`src/rtl/seven_seg_pkg.sv`:
```
// Shared segment encodings (active-low, bit 6 = g .. bit 0 = a) and capture FSM states.
package seven_seg_pkg;

  localparam logic [6:0] SEG_0     = 7'h40;
  localparam logic [6:0] SEG_1     = 7'h79;
  localparam logic [6:0] SEG_2     = 7'h24;
  localparam logic [6:0] SEG_3     = 7'h30;
  localparam logic [6:0] SEG_4     = 7'h19;
  localparam logic [6:0] SEG_5     = 7'h12;
  localparam logic [6:0] SEG_6     = 7'h02;
  localparam logic [6:0] SEG_7     = 7'h78;
  localparam logic [6:0] SEG_8     = 7'h00;
  localparam logic [6:0] SEG_9     = 7'h10;
  localparam logic [6:0] SEG_BLANK = 7'h7F;

  typedef enum logic [1:0] {
    ST_SETTLING,
    ST_COMMIT,
    ST_HELD
  } cap_state_e;

endpackage

```
`src/rtl/seg_pattern_decode.sv`:
```
// Inverse of the digit-to-segment encoder: maps a 7-bit active-low pattern back to a digit.
module seg_pattern_decode
  import seven_seg_pkg::*;
(
  input  logic [6:0] seg,
  output logic [3:0] digit,
  output logic       is_digit,
  output logic       is_blank
);

  // NOTE: every output gets a default before the case so no path leaves it unassigned (no latch).
  always_comb begin
    digit    = 4'hF;
    is_digit = 1'b1;
    is_blank = 1'b0;
    case (seg)
      SEG_0:     digit = 4'd0;
      SEG_1:     digit = 4'd1;
      SEG_2:     digit = 4'd2;
      SEG_3:     digit = 4'd3;
      SEG_4:     digit = 4'd4;
      SEG_5:     digit = 4'd5;
      SEG_6:     digit = 4'd6;
      SEG_7:     digit = 4'd7;
      SEG_8:     digit = 4'd8;
      SEG_9:     digit = 4'd9;
      SEG_BLANK: begin
        is_digit = 1'b0;
        is_blank = 1'b1;
      end
      default:   is_digit = 1'b0;
    endcase
  end

endmodule

```
`src/rtl/seven_seg_capture.sv`:
```
// Watches a multiplexed active-low 7-segment bus, waits for each pattern to settle,
// and decodes it back to one digit per display position, flagging impossible patterns.
module seven_seg_capture
  import seven_seg_pkg::*;
#(
  parameter int NUM_DIGITS    = 4,
  parameter int STABLE_CYCLES = 4
) (
  input  logic                    clk,
  input  logic                    reset,
  input  logic [6:0]              seg_in,
  input  logic [NUM_DIGITS-1:0]   digit_sel,
  output logic [4*NUM_DIGITS-1:0] digits_out,
  output logic [NUM_DIGITS-1:0]   digit_valid,
  output logic                    update,
  output logic                    pattern_err,
  output logic                    err_sticky
);

  localparam int            CW      = $clog2(STABLE_CYCLES + 1);
  localparam logic [CW-1:0] CNT_MAX = CW'(STABLE_CYCLES);

  typedef struct packed {
    logic [6:0]            seg;
    logic [NUM_DIGITS-1:0] sel;
  } sample_t;

  sample_t                        sample_q, sample_d, prev_q, prev_d;
  logic [CW-1:0]                  cnt_q, cnt_d;
  cap_state_e                     state_q, state_d;
  logic [NUM_DIGITS-1:0][3:0]     digits_q, digits_d;
  logic [NUM_DIGITS-1:0]          valid_q, valid_d;
  logic                           update_q, update_d;
  logic                           err_q, err_d;
  logic                           sticky_q, sticky_d;

  logic                           changed, one_hot, multi_hot;
  logic [3:0]                     dec_digit;
  logic                           dec_is_digit, dec_is_blank;

  seg_pattern_decode u_decode (
    .seg      (sample_q.seg),
    .digit    (dec_digit),
    .is_digit (dec_is_digit),
    .is_blank (dec_is_blank)
  );

  always_comb begin
    sample_d  = '{seg: seg_in, sel: digit_sel};
    prev_d    = sample_q;
    changed   = (sample_q != prev_q);
    one_hot   = (sample_q.sel != '0) &&
                ((sample_q.sel & (sample_q.sel - NUM_DIGITS'(1))) == '0);
    multi_hot = (sample_q.sel != '0) && !one_hot;

    if (changed)              cnt_d = CW'(1);
    else if (cnt_q != CNT_MAX) cnt_d = cnt_q + CW'(1);
    else                       cnt_d = cnt_q;

    // A change always restarts the episode; with a threshold of 1 it commits immediately.
    state_d = state_q;
    if (changed) begin
      state_d = (cnt_d == CNT_MAX) ? ST_COMMIT : ST_SETTLING;
    end else begin
      case (state_q)
        ST_SETTLING: if (cnt_d == CNT_MAX) state_d = ST_COMMIT;
        ST_COMMIT:   state_d = ST_HELD;
        ST_HELD:     state_d = ST_HELD;
        default:     state_d = ST_SETTLING;
      endcase
    end

    digits_d = digits_q;
    valid_d  = valid_q;
    update_d = 1'b0;
    err_d    = 1'b0;
    if (state_d == ST_COMMIT) begin
      if (one_hot) begin
        if (dec_is_digit || dec_is_blank) begin
          for (int i = 0; i < NUM_DIGITS; i++) begin
            if (sample_q.sel[i]) begin
              digits_d[i] = dec_digit;
              valid_d[i]  = dec_is_digit;
            end
          end
          update_d = 1'b1;
        end else begin
          err_d = 1'b1;
        end
      end else if (multi_hot) begin
        err_d = 1'b1;
      end
    end
    sticky_d = sticky_q | err_d;
  end

  // NOTE: sequential state uses non-blocking assignments only; next values come from always_comb.
  always_ff @(posedge clk) begin
    if (reset) begin
      sample_q <= '0;
      prev_q   <= '0;
      cnt_q    <= '0;
      state_q  <= ST_SETTLING;
      // NOTE: the per-position digit registers are plain flops, not a RAM, so they reset to blank.
      digits_q <= '1;
      valid_q  <= '0;
      update_q <= 1'b0;
      err_q    <= 1'b0;
      sticky_q <= 1'b0;
    end else begin
      sample_q <= sample_d;
      prev_q   <= prev_d;
      cnt_q    <= cnt_d;
      state_q  <= state_d;
      digits_q <= digits_d;
      valid_q  <= valid_d;
      update_q <= update_d;
      err_q    <= err_d;
      sticky_q <= sticky_d;
    end
  end

  assign digits_out  = digits_q;
  assign digit_valid = valid_q;
  assign update      = update_q;
  assign pattern_err = err_q;
  assign err_sticky  = sticky_q;

endmodule
```
`config.mk`:
```
export PLATFORM = sky130hd
export DESIGN_NAME = seven_seg_capture
export DESIGN_NICKNAME = d
export VERILOG_FILES = /design/src/rtl/seven_seg_pkg.sv /design/src/rtl/seg_pattern_decode.sv /design/src/rtl/seven_seg_capture.sv
export SDC_FILE = /design/constraint.sdc
export NUM_CORES = 1
export LEC_CHECK = 0
export CAP_MARGIN = 20
export CORE_ASPECT_RATIO = 0.75
export CORE_MARGIN = 1.5
export CORE_UTILIZATION = 45
export CTS_BUF_LIST = sky130_fd_sc_hd__clkbuf_4 sky130_fd_sc_hd__clkbuf_8 sky130_fd_sc_hd__clkbuf_16
export CTS_CLUSTER_DIAMETER = 40
export CTS_CLUSTER_SIZE = 14
export DETAILED_ROUTE_END_ITERATION = 6
export PLACE_DENSITY = 0.76
export SYNTH_ARGS = -nofsm -noshare
export SYNTH_HDL_FRONTEND = slang
export SYNTH_SLANG_ARGS = --single-unit
```
`constraint.sdc`:
```
create_clock -name clk -period 2.14 [get_ports clk]
set_input_delay 0.428 -clock clk [delete_from_list [all_inputs] [get_ports clk]]
set_output_delay 0.428 -clock clk [all_outputs]
set_load 0.02 [all_outputs]
```
; Yosys cells after proc, flatten, opt, wreduce, memory -nomap -nowiden
; Cells that the tools add are included.
[word_totals]
reg_bits = 50
latch_bits = 0
ramBits = 0
rom_bits = 0
inputBits = 13
out_inout_bits = 23
elab_cells = 68
memories = 0
[classes]
add_sub_neg = 2
multipliers = 0
n_div = 0
n_lt_le_gt_ge = 0
eq_ne = 16
shift = 0
mux = 14
bitwise_logic = 4
reduce_logical = 15
[op_table]
columns = operator, count
row1 = 4-bit one-hot mux with 10 select lines, 1
row2 = "7-bit == test, second input constant", 4
row3 = "7-bit by 5-bit == test with 1-bit output, second input constant", 3
row4 = 4-bit AND reduction, 4
row5 = "7-bit by 6-bit == test with 1-bit output, second input constant", 2
row6 = 11-bit != test, 1
row7 = 10-bit OR reduction, 1
row8 = 1-bit 2-to-1 mux, 8
row9 = "7-bit by 2-bit == test with 1-bit output, second input constant", 1
row10 = 7-bit zero test, 1
row11 = 3-bit 2-to-1 mux, 2
row12 = 4-bit bitwise AND, 1
row13 = "2-bit by 1-bit == test with 1-bit output, second input constant", 2
row14 = 4-bit zero test, 1
row15 = 2-bit 2-to-1 mux, 2
row16 = 2-bit one-hot mux with 2 select lines, 1
row17 = 4-bit nonzero test, 1
row18 = "4-bit by 1-bit subtractor with 4-bit output, second input constant", 1
row19 = "3-bit by 1-bit adder with 3-bit output, second input constant", 1
row20 = "3-bit == test, second input constant", 1
row21 = "3-bit != test, second input constant", 1
row22 = 3-bit OR reduction, 1
row23 = "2-bit == test, second input constant", 1
row24 = 1-bit logical AND, 2
row25 = 6 further kinds, 7

; Logic depth before layout (Yosys ltp)
; Gate-level depths: netlist (run 1).
[logic_depth]
depth_word = 10
ltp_mapped = 8
ltp_nobuf = 7

; Cells and area by module
; From an unflattened synthesis (run 1), not the netlist that was laid out.
[hier_totals]
cells_unflattened = 229
area_unflattened_um2 = 2326.0
[by_module_without_submodules]
columns = module, n_inst, cells_each, area_per_inst_um2, seq_area_each_um2
row1 = seven_seg_capture, 1, 194, 2095.8, 1001.0
row2 = seg_pattern_decode, 1, 35, 230.2, 0.0

; Worst setup path after synthesis (run 1)
; Ideal clock, no wire load.
[synth_timing]
path_kind = register to register
start = register sample_q, in the netlist prev_d[9]
end = register valid_q[0], in the netlist digit_valid[0]
setup_ns = 0.072
arrival_ns = 1.735
required_time_ns = 2.068
path_slack_ns = 0.333
path_stages_with_launch = 8
n_path_buf = 2
period_less_slack_ns = 1.807
cell_sequence = dfxtp_1 -> buf_6 -> nor4bb_1 -> o31a_1 -> o41a_1 -> buf_6 -> nand4_4 -> mux2i_1
[synth_via]
elab_chain_cells = 8
word_cells_on_any_way = 24
classes_between = eq/ne (13) / mux (7) / reduce/logical (4)
[synth_rtl]
columns = item, line
row1 = "start, declared", seven_seg_capture.sv:28  ; sample_t sample_q, sample_d, prev_q, prev_d;
row2 = "start signal, assigned", seven_seg_capture.sv:111  ; sample_q <= sample_d;
row3 = 11-bit != test, seven_seg_capture.sv:51  ; changed = (sample_q != prev_q);
row4 = 3-bit 2-to-1 mux, seven_seg_capture.sv:56  ; if (changed) cnt_d = CW'(1);
row5 = 3-bit == test, "seven_seg_capture.sv:63, seven_seg_capture.sv:66"
row6 = 2-bit 2-to-1 mux, seven_seg_capture.sv:66  ; ST_SETTLING: if (cnt_d == CNT_MAX) state_d = ST_COMMIT;
row7 = 2-bit one-hot mux with 2 select lines, seven_seg_capture.sv:65  ; case (state_q)
row8 = 2-bit 2-to-1 mux, seven_seg_capture.sv:62  ; if (changed) begin
row9 = 2-bit by 1-bit == test with 1-bit output, seven_seg_capture.sv:77  ; if (state_d == ST_COMMIT) begin
row10 = 4-bit AND reduction (no source line), -
row11 = "end signal, assigned", seven_seg_capture.sv:116  ; valid_q <= valid_d;
row12 = "end, declared", seven_seg_capture.sv:32  ; logic [NUM_DIGITS-1:0] valid_q, valid_d;
; Several ways; a longest one is shown, not always the timed one.
; A chain may end at the register's enable or synchronous reset.

; Final worst setup path (run 1)
[layout_timing]
start = register sample_q, in the netlist prev_d[10]
end = register sticky_q, in the netlist err_sticky
[layout_via]
elab_chain_cells = 9
word_cells_on_any_way = 27
classes_between = eq/ne (13) / mux (10) / bitwise (1) / reduce/logical (3)
[layout_rtl]
columns = item, line
row1 = 11-bit != test, seven_seg_capture.sv:51
row2 = 3-bit 2-to-1 mux, seven_seg_capture.sv:56
row3 = 3-bit == test, "seven_seg_capture.sv:63, seven_seg_capture.sv:66"
row4 = 2-bit 2-to-1 mux, seven_seg_capture.sv:66
row5 = 2-bit one-hot mux with 2 select lines, seven_seg_capture.sv:65
row6 = 2-bit 2-to-1 mux, seven_seg_capture.sv:62
row7 = 2-bit by 1-bit == test with 1-bit output, seven_seg_capture.sv:77
row8 = 1-bit 2-to-1 mux (*), seven_seg_capture.sv:77
row9 = 1-bit bitwise OR (*), seven_seg_capture.sv:94  ; sticky_d = sticky_q | err_d;
row10 = "end signal, assigned", seven_seg_capture.sv:119  ; sticky_q <= sticky_d;
row11 = "end, declared", seven_seg_capture.sv:35  ; logic sticky_q, sticky_d;
; Mark *: on every way between the ends. The rest lies on a longest branch, timed or not.

==> results.yml, run 1 <==
worst_setup_path:
  crit_path_end_kind: "register"
  worstPathArrival_ns: 2.26
  worstReg2RegEnd: "err_sticky"
  reg2reg_slack_ns: 0.12
  reg2regPathDepth: 6
  cp_max_fo: 10
  start_kind: "register"
  critical_path_class: "register to register"
  crit_required_ns: 2.38
  r2r-start: "prev_d[10]"
run:
  cap_violations: 0
clocking:
  cts_buffers: 5
  cts_tree: "yes"
  clk_latency_ns: 0.30
  path_clk_slew_ns: 0.09
  cts_root_buf: "clkbuf_8"
  cts_max_level: 2
  cts_setup_buffers: 0
  cts_buffer_depth: 2
  cts.sinks: 50
cells_and_area:
  drive_gt1_frac: 0.08594
  n_fill_cell: 392
  nets: 271
  n_antenna_cell: 0
  area.growth.synth_to_final_pct: 25.42
  final_area_um2: 2716
  final_cells: 313
pwr:
  peakVddDrop_mv: 0.4959
  pwr-share-clk: 0.415
  power_frac_seq: 0.507
  power-per-cell-area_nw_per_um2: 711.1
  combPwrFrac: 0.078
  p_int_uw: 1529
  sw_frac_of_total: 0.2086
  p_switching_uw: 403.0
  p_leak_uw: 0.001155
global_route:
  antenna_found_initial: 0
  grt_max_degree: 47
  grt_pass1_vias: 1510
  grt_pass1_wl_um: 7369
  grtUsageTotal: 0.1726
  overflow: 0
placement:
  globalplace.congestion: 0.8426
  placed_cell_area_um2: 2572
  numPortBuffers: 35
  hpwl_um: 2893
  post-place-cells: 305
sta:
  hold_violations: 0
  clock.fmax_mhz: 494.7
  setup_viol: 0
  finalMaxSlewViolations: 0
  setup_tns_ns: 0
  max-slew-margin-rel: 0.6503
  period_share: 0.9446
  fin_skew_ns: 0.006824
  worstMarginPinSlew_ns: 0.5205
  finalCriticalPeriod_ns: 2.021
  rsz0062_at_grt: "no"
status:
  status: "completed"
synthesis:
  synth_ff_type: "dfxtp_1"
  yosys_warnings: 0
  synth_area_leader_cell: "dfxtp_1"
  synth_top_cells_by_count: "50 x dfxtp_1, 23 x nor2b_1, 21 x nor2_1"
  synth_fp_nets: 235
  ys_seq_elements: 50
  synth_area_leaders: "dfxtp_1 46%, mux2i_1 9.2%, nor2b_1 6.6%"
  netlist.area_leader.share: 0.4622
  syn_area_per_cell_um2: 9.890
  post-synth-top-count-cell: "dfxtp_1"
  synthArstFlopShare: 0
  synth_edf_count: 0
  synth_cells: 219
  yosysSeqAreaShare: 0.4622
  syn_area_um2: 2166
  yosysUniqueCellTypes: 38
die:
  die_y_um: 63.08
  start_util: 0.4765
  io_pins: 36
  fp.dieArea_um2: 5242
  rows: 21
  chipWidth_um: 83.11
  coreArea_um2: 4546
min_path:
  whs_path_depth: 2
  hold_path.startpoint: "err_sticky"
  hp-class: "register to register"
  hold_path_end: "err_sticky"
routing:
  wl_per_cell_um: 13.19
  firstDrtPassIters: 5
  vias_per_cell: 5.150
  routed_wl_um: 4129
  first_iter_violations: 78
  drc: 0
  via_count: 1612
  drtAntennaViolNets: 0
==> flip-flops by register name, indices dropped and copies added (netlist names) <==
signal and count:
cnt_q 3, digit_valid 4, digits_out 16, err_sticky 1, pattern_err 1, prev_d 11
prev_q 11, state_q 2, update 1
==> how the worst max path moves through the flow <==
stage / startpoint / endpoint / slack (ns) / cells after the start
after detailed placement: prev_d[8] / digits_out[9] / 0.15 / 6
final: prev_d[10] / err_sticky / 0.12 / 6
after global placement: prev_d[8] / digits_out[1] / 0.16 / 6
after CTS: prev_d[8] / err_sticky / 0.11 / 6
after floorplan: prev_d[9] / digit_valid[0] / 0.33 / 7
after global routing: prev_d[10] / digit_valid[0] / 0.006 / 6
==> worst max-delay path, stage by stage, from the launching register on <==
cell	delay [ns]
dfxtp_1	0.49
nor4bb_1	0.10
o31a_1	0.36
o41a_1	0.45
buf_4	0.20
nand4b_1	0.21
a21oi_1	0.15
==> cell type report <==
| cell class | count | area, um2 | share of cell area |
|---|---|---|---|
| clock buffers | 6 | 82.58 | 0.03040 |
| clock inverters | 2 | 60.06 | 0.02211 |
| inverters | 7 | 26.28 | 0.009673 |
| multi-input cells | 147 | 1044 | 0.3842 |
| flip-flops and latches | 50 | 1002 | 0.3690 |
| well taps | 57 | 71.32 | 0.02626 |
| repair buffers | 44 | 430.4 | 0.1585 |
==> cells by family after synthesis <==
logic type      count (synthesis)  synth area share
simple gates                   96            0.2733
flops                          50            0.4622
buf+inv                        22           0.05603
mux                            20           0.09243
compound gates                 15           0.04564
xor+xnor                       12           0.04853
fa+ha+maj                       4           0.02195
==> through the flow <==
step                power, uW  worst slack [ns]    util  hold WS (ns)
finish                   1931            0.1186  0.5976        0.4520
floorplan                1103            0.3332       -        0.5099
global route             2019          0.005703  0.5976        0.4793
global placement         1148            0.1565  0.5659        0.4378
detailed placement       1151            0.1485  0.5659        0.4426
CTS                      1944            0.1104  0.5973        0.4561
==> per-layer routing <==
layer / global-route usage / vias to the layer above / part of all wire
met1: 0.2367 / 743 / 0.49
met4: 0.03125 / 0 / 0.0046
met5: 0 / - / 0
met2: 0.2673 / 48 / 0.44
li1: - / 819 / -
met3: 0.05898 / 2 / 0.067
==> power groups by stage <==
stage          Sequential, uW  Combinational [uW]  Clock, uW
2_1_floorplan             984                 119          0
3_3_place_gp             1000                 148          0
3_5_place_dp             1000                 151          0
4_1_cts                   979                 153        813
5_1_grt                   984                 166        868
6_report                  979                 151        801
==> placed cells by master (no fill, tap or decap), types with 4 or more instances in the layout <==
master,count
mux2i_1,20
clkdlybuf4s50_1,35
xnor2_1,11
inv_1,7
a21oi_1,5
nor3_1,9
buf_4,8
dfxtp_1,49
or3_1,4
nor2_1,21
nand2_1,8
nand4_1,8
nor2b_1,23
clkbuf_8,6
nand3b_1,4
==> what timing repair did <==
action	in CTS	in global routing
hold buffers	0	0
setup endpoints to repair	0	4
endpoints found under the hold margin	0	0
resized for setup	0	1
Note: power is estimated with default switching activity, not from simulation.
==> run 2, diff against run 1 <==
Settings changed: TNS_END_PERCENT from default to 100.
==> results of run 2 <==
The final DEF is identical to that of run 1; final timing and power are the same.
==> run 3, diff against run 2 <==
Settings changed: SYNTH_HIERARCHICAL from default to 1.
==> results.yml, run 3 <==
status:
  status: "completed"
routing:
  via_count: 1752
  drc: 0
  firstDrtPassIters: 4
  drtAntennaViolNets: 0
  first_iter_violations: 67
  wl_per_cell_um: 13.48
  vias_per_cell: 5.214
  routed_wl_um: 4529
sta:
  setup_viol: 0
  clock.fmax_mhz: 491.7
  fin_skew_ns: 0.009261
  worst_slack_ns: 0.1061
  finalMaxSlewViolations: 0
  hold_violations: 0
  period_share: 0.9504
  max-slew-margin-rel: 0.5950
  worstMarginPinSlew_ns: 0.6025
  finalCriticalPeriod_ns: 2.034
  setup_tns_ns: 0
synthesis:
  yosysSeqAreaShare: 0.4303
  synth_fp_nets: 246
  syn_area_per_cell_um2: 10.16
  post-synth-top-count-cell: "dfxtp_1"
  synth_top_cells_by_count: "50 x dfxtp_1, 27 x nor2_1, 26 x nor2b_1"
  synth_area_leader_cell: "dfxtp_1"
  synth_ff_type: "dfxtp_1"
  ys_seq_elements: 50
  synth_area_leaders: "dfxtp_1 43%, mux2i_1 8.6%, nor2b_1 7.0%"
  netlist.area_leader.share: 0.4303
  synth_edf_count: 0
  synthArstFlopShare: 0
  syn_area_um2: 2326
  yosys_warnings: 6
  yosysUniqueCellTypes: 48
  synth_cells: 229
pwr:
  p_leak_uw: 0.001191
  power-per-cell-area_nw_per_um2: 602.9
  finalPower_uw: 1778
  peakVddDrop_mv: 0.2992
clocking:
  cts_buffers: 5
  cts_tree: "yes"
  cts_max_level: 2
  cts_buffer_depth: 2
  ctsHoldBuffers: 0
  path_clk_slew_ns: 0.10
  cts.sinks: 50
  clk_latency_ns: 0.31
  cts_root_buf: "clkbuf_8"
cells_and_area:
  nets: 292
  mostFrequentLayoutCell: "dfxtp_1"
  drive_gt1_frac: 0.2029
  layout_common_cells: "43 x dfxtp_1, 35 x clkdlybuf4s50_1, 25 x nor2_1, 25 x nor2b_1, 20 x mux2i_1"
  n_antenna_cell: 0
  largest_register_ffs: 16
  final_area_um2: 2949
  n_fill_cell: 433
  fin_util: 0.5985
  area.growth.synth_to_final_pct: 26.79
min_path:
  hp-class: "register to register"
  hold_path.startpoint: "digit_valid[0]"
worst_setup_path:
  cp_max_fo: 6
  worstPathArrival_ns: 2.24
  crit_required_ns: 2.35
  critical_path_class: "register to register"
  r2r-start: "prev_d[7]"
  crit_path_end_kind: "register"
  worstSetupStartpoint: "prev_d[7]"
  start_kind: "register"
placement:
  numPortBuffers: 35
  placed_cell_area_um2: 2786
  globalplace.congestion: 0.8701
  hpwl_um: 3073
  dp_slack_ns: -0.02081
global_route:
  grt_pass1_wl_um: 7755
  overflow: 0
  antenna_found_initial: 0
  grtUsageTotal: 0.1752
  grt_max_degree: 51
  grt_pass1_vias: 1660
die:
  io_pins: 36
  die_y_um: 65.26
  fp.dieArea_um2: 5613
  chipWidth_um: 86.02
  rows: 22
  coreArea_um2: 4927
  start_util: 0.4721
run:
  cap_violations: 0
==> run 3: area by class of cell <==
class	count	area, um2	share of cell area
clock buffers	5	68.82	0.02333
clock inverters	3	28.78	0.009758
inverters	8	30.03	0.01018
multi-input cells	160	1256	0.4260
flip-flops and latches	50	1017	0.3449
well taps	60	75.07	0.02546
repair buffers	50	473.0	0.1604
==> run 3: path summary, 6_finish.rpt <==
kind | end | slack, ns | depth (start not counted)
worst max-delay path | err_sticky | 0.11 | 10
worst min register to register | digit_valid[0] | 0.49 | 2
worst min-delay path | digit_valid[0] | 0.49 | 2
worst max register to register | err_sticky | 0.11 | 10
==> run 3: power by group <==
group | internal, uW | leakage (uW) | switching, uW
Sequential | 950 | 0.000411 | 32.5
Clock | 245 | 0.0000506 | 344
Combinational | 110 | 0.000729 | 97.2
==> run 3: critical path, stage by stage (launching register included) <==
cell and delay (ns):
dfxtp_4 0.38, clkbuf_2 0.15, nor3_2 0.13, nand4b_1 0.14, nand3_2 0.13, or2_4 0.14, nor2_4 0.05, maj3_1 0.37
nor3_2 0.12, nor2_1 0.08, a41o_1 0.25
==> run 3: logic make-up (layout without fill, tap and decap cells) <==
logic type                 count (synthesis)  in the layout  share of synthesized area
adders and majority gates                  5              5                    0.02582
AOI/OAI and AO/OA                         19             19                    0.06832
xor gates and xnor gates                  14             14                    0.05595
muxes                                     20             20                    0.08607
and+or+nand+nor                          102            102                     0.2851
buffers and inverters                     19             66                    0.04841
DFF                                       50             50                     0.4303
==> run 3: layer usage <==
| metal | up-vias | share of wire | GRT usage |
|---|---|---|---|
| li1 | 879 | - | - |
| met1 | 817 | 0.50 | 0.2457 |
| met2 | 47 | 0.43 | 0.2657 |
| met3 | 9 | 0.050 | 0.05025 |
| met4 | 0 | 0.011 | 0.04435 |
| met5 | - | 0 | 0 |
==> run 3: what timing repair did <==
action	in CTS	in global routing
endpoints found under the setup margin	11	22
endpoints found under the hold margin	0	0
setup buffers	0	1
pin swaps	0	2
gates resized for setup	2	19
==> run 3: stage by stage <==
| step | hold WS (ns) | instances |
|---|---|---|
| final | 0.4872 | 336 |
| after global routing | 0.5190 | 336 |
| after CTS | 0.4905 | 335 |
| after detailed placement | 0.4731 | 327 |
| after global placement | 0.4645 | 327 |
| after floorplan | 0.4858 | 229 |
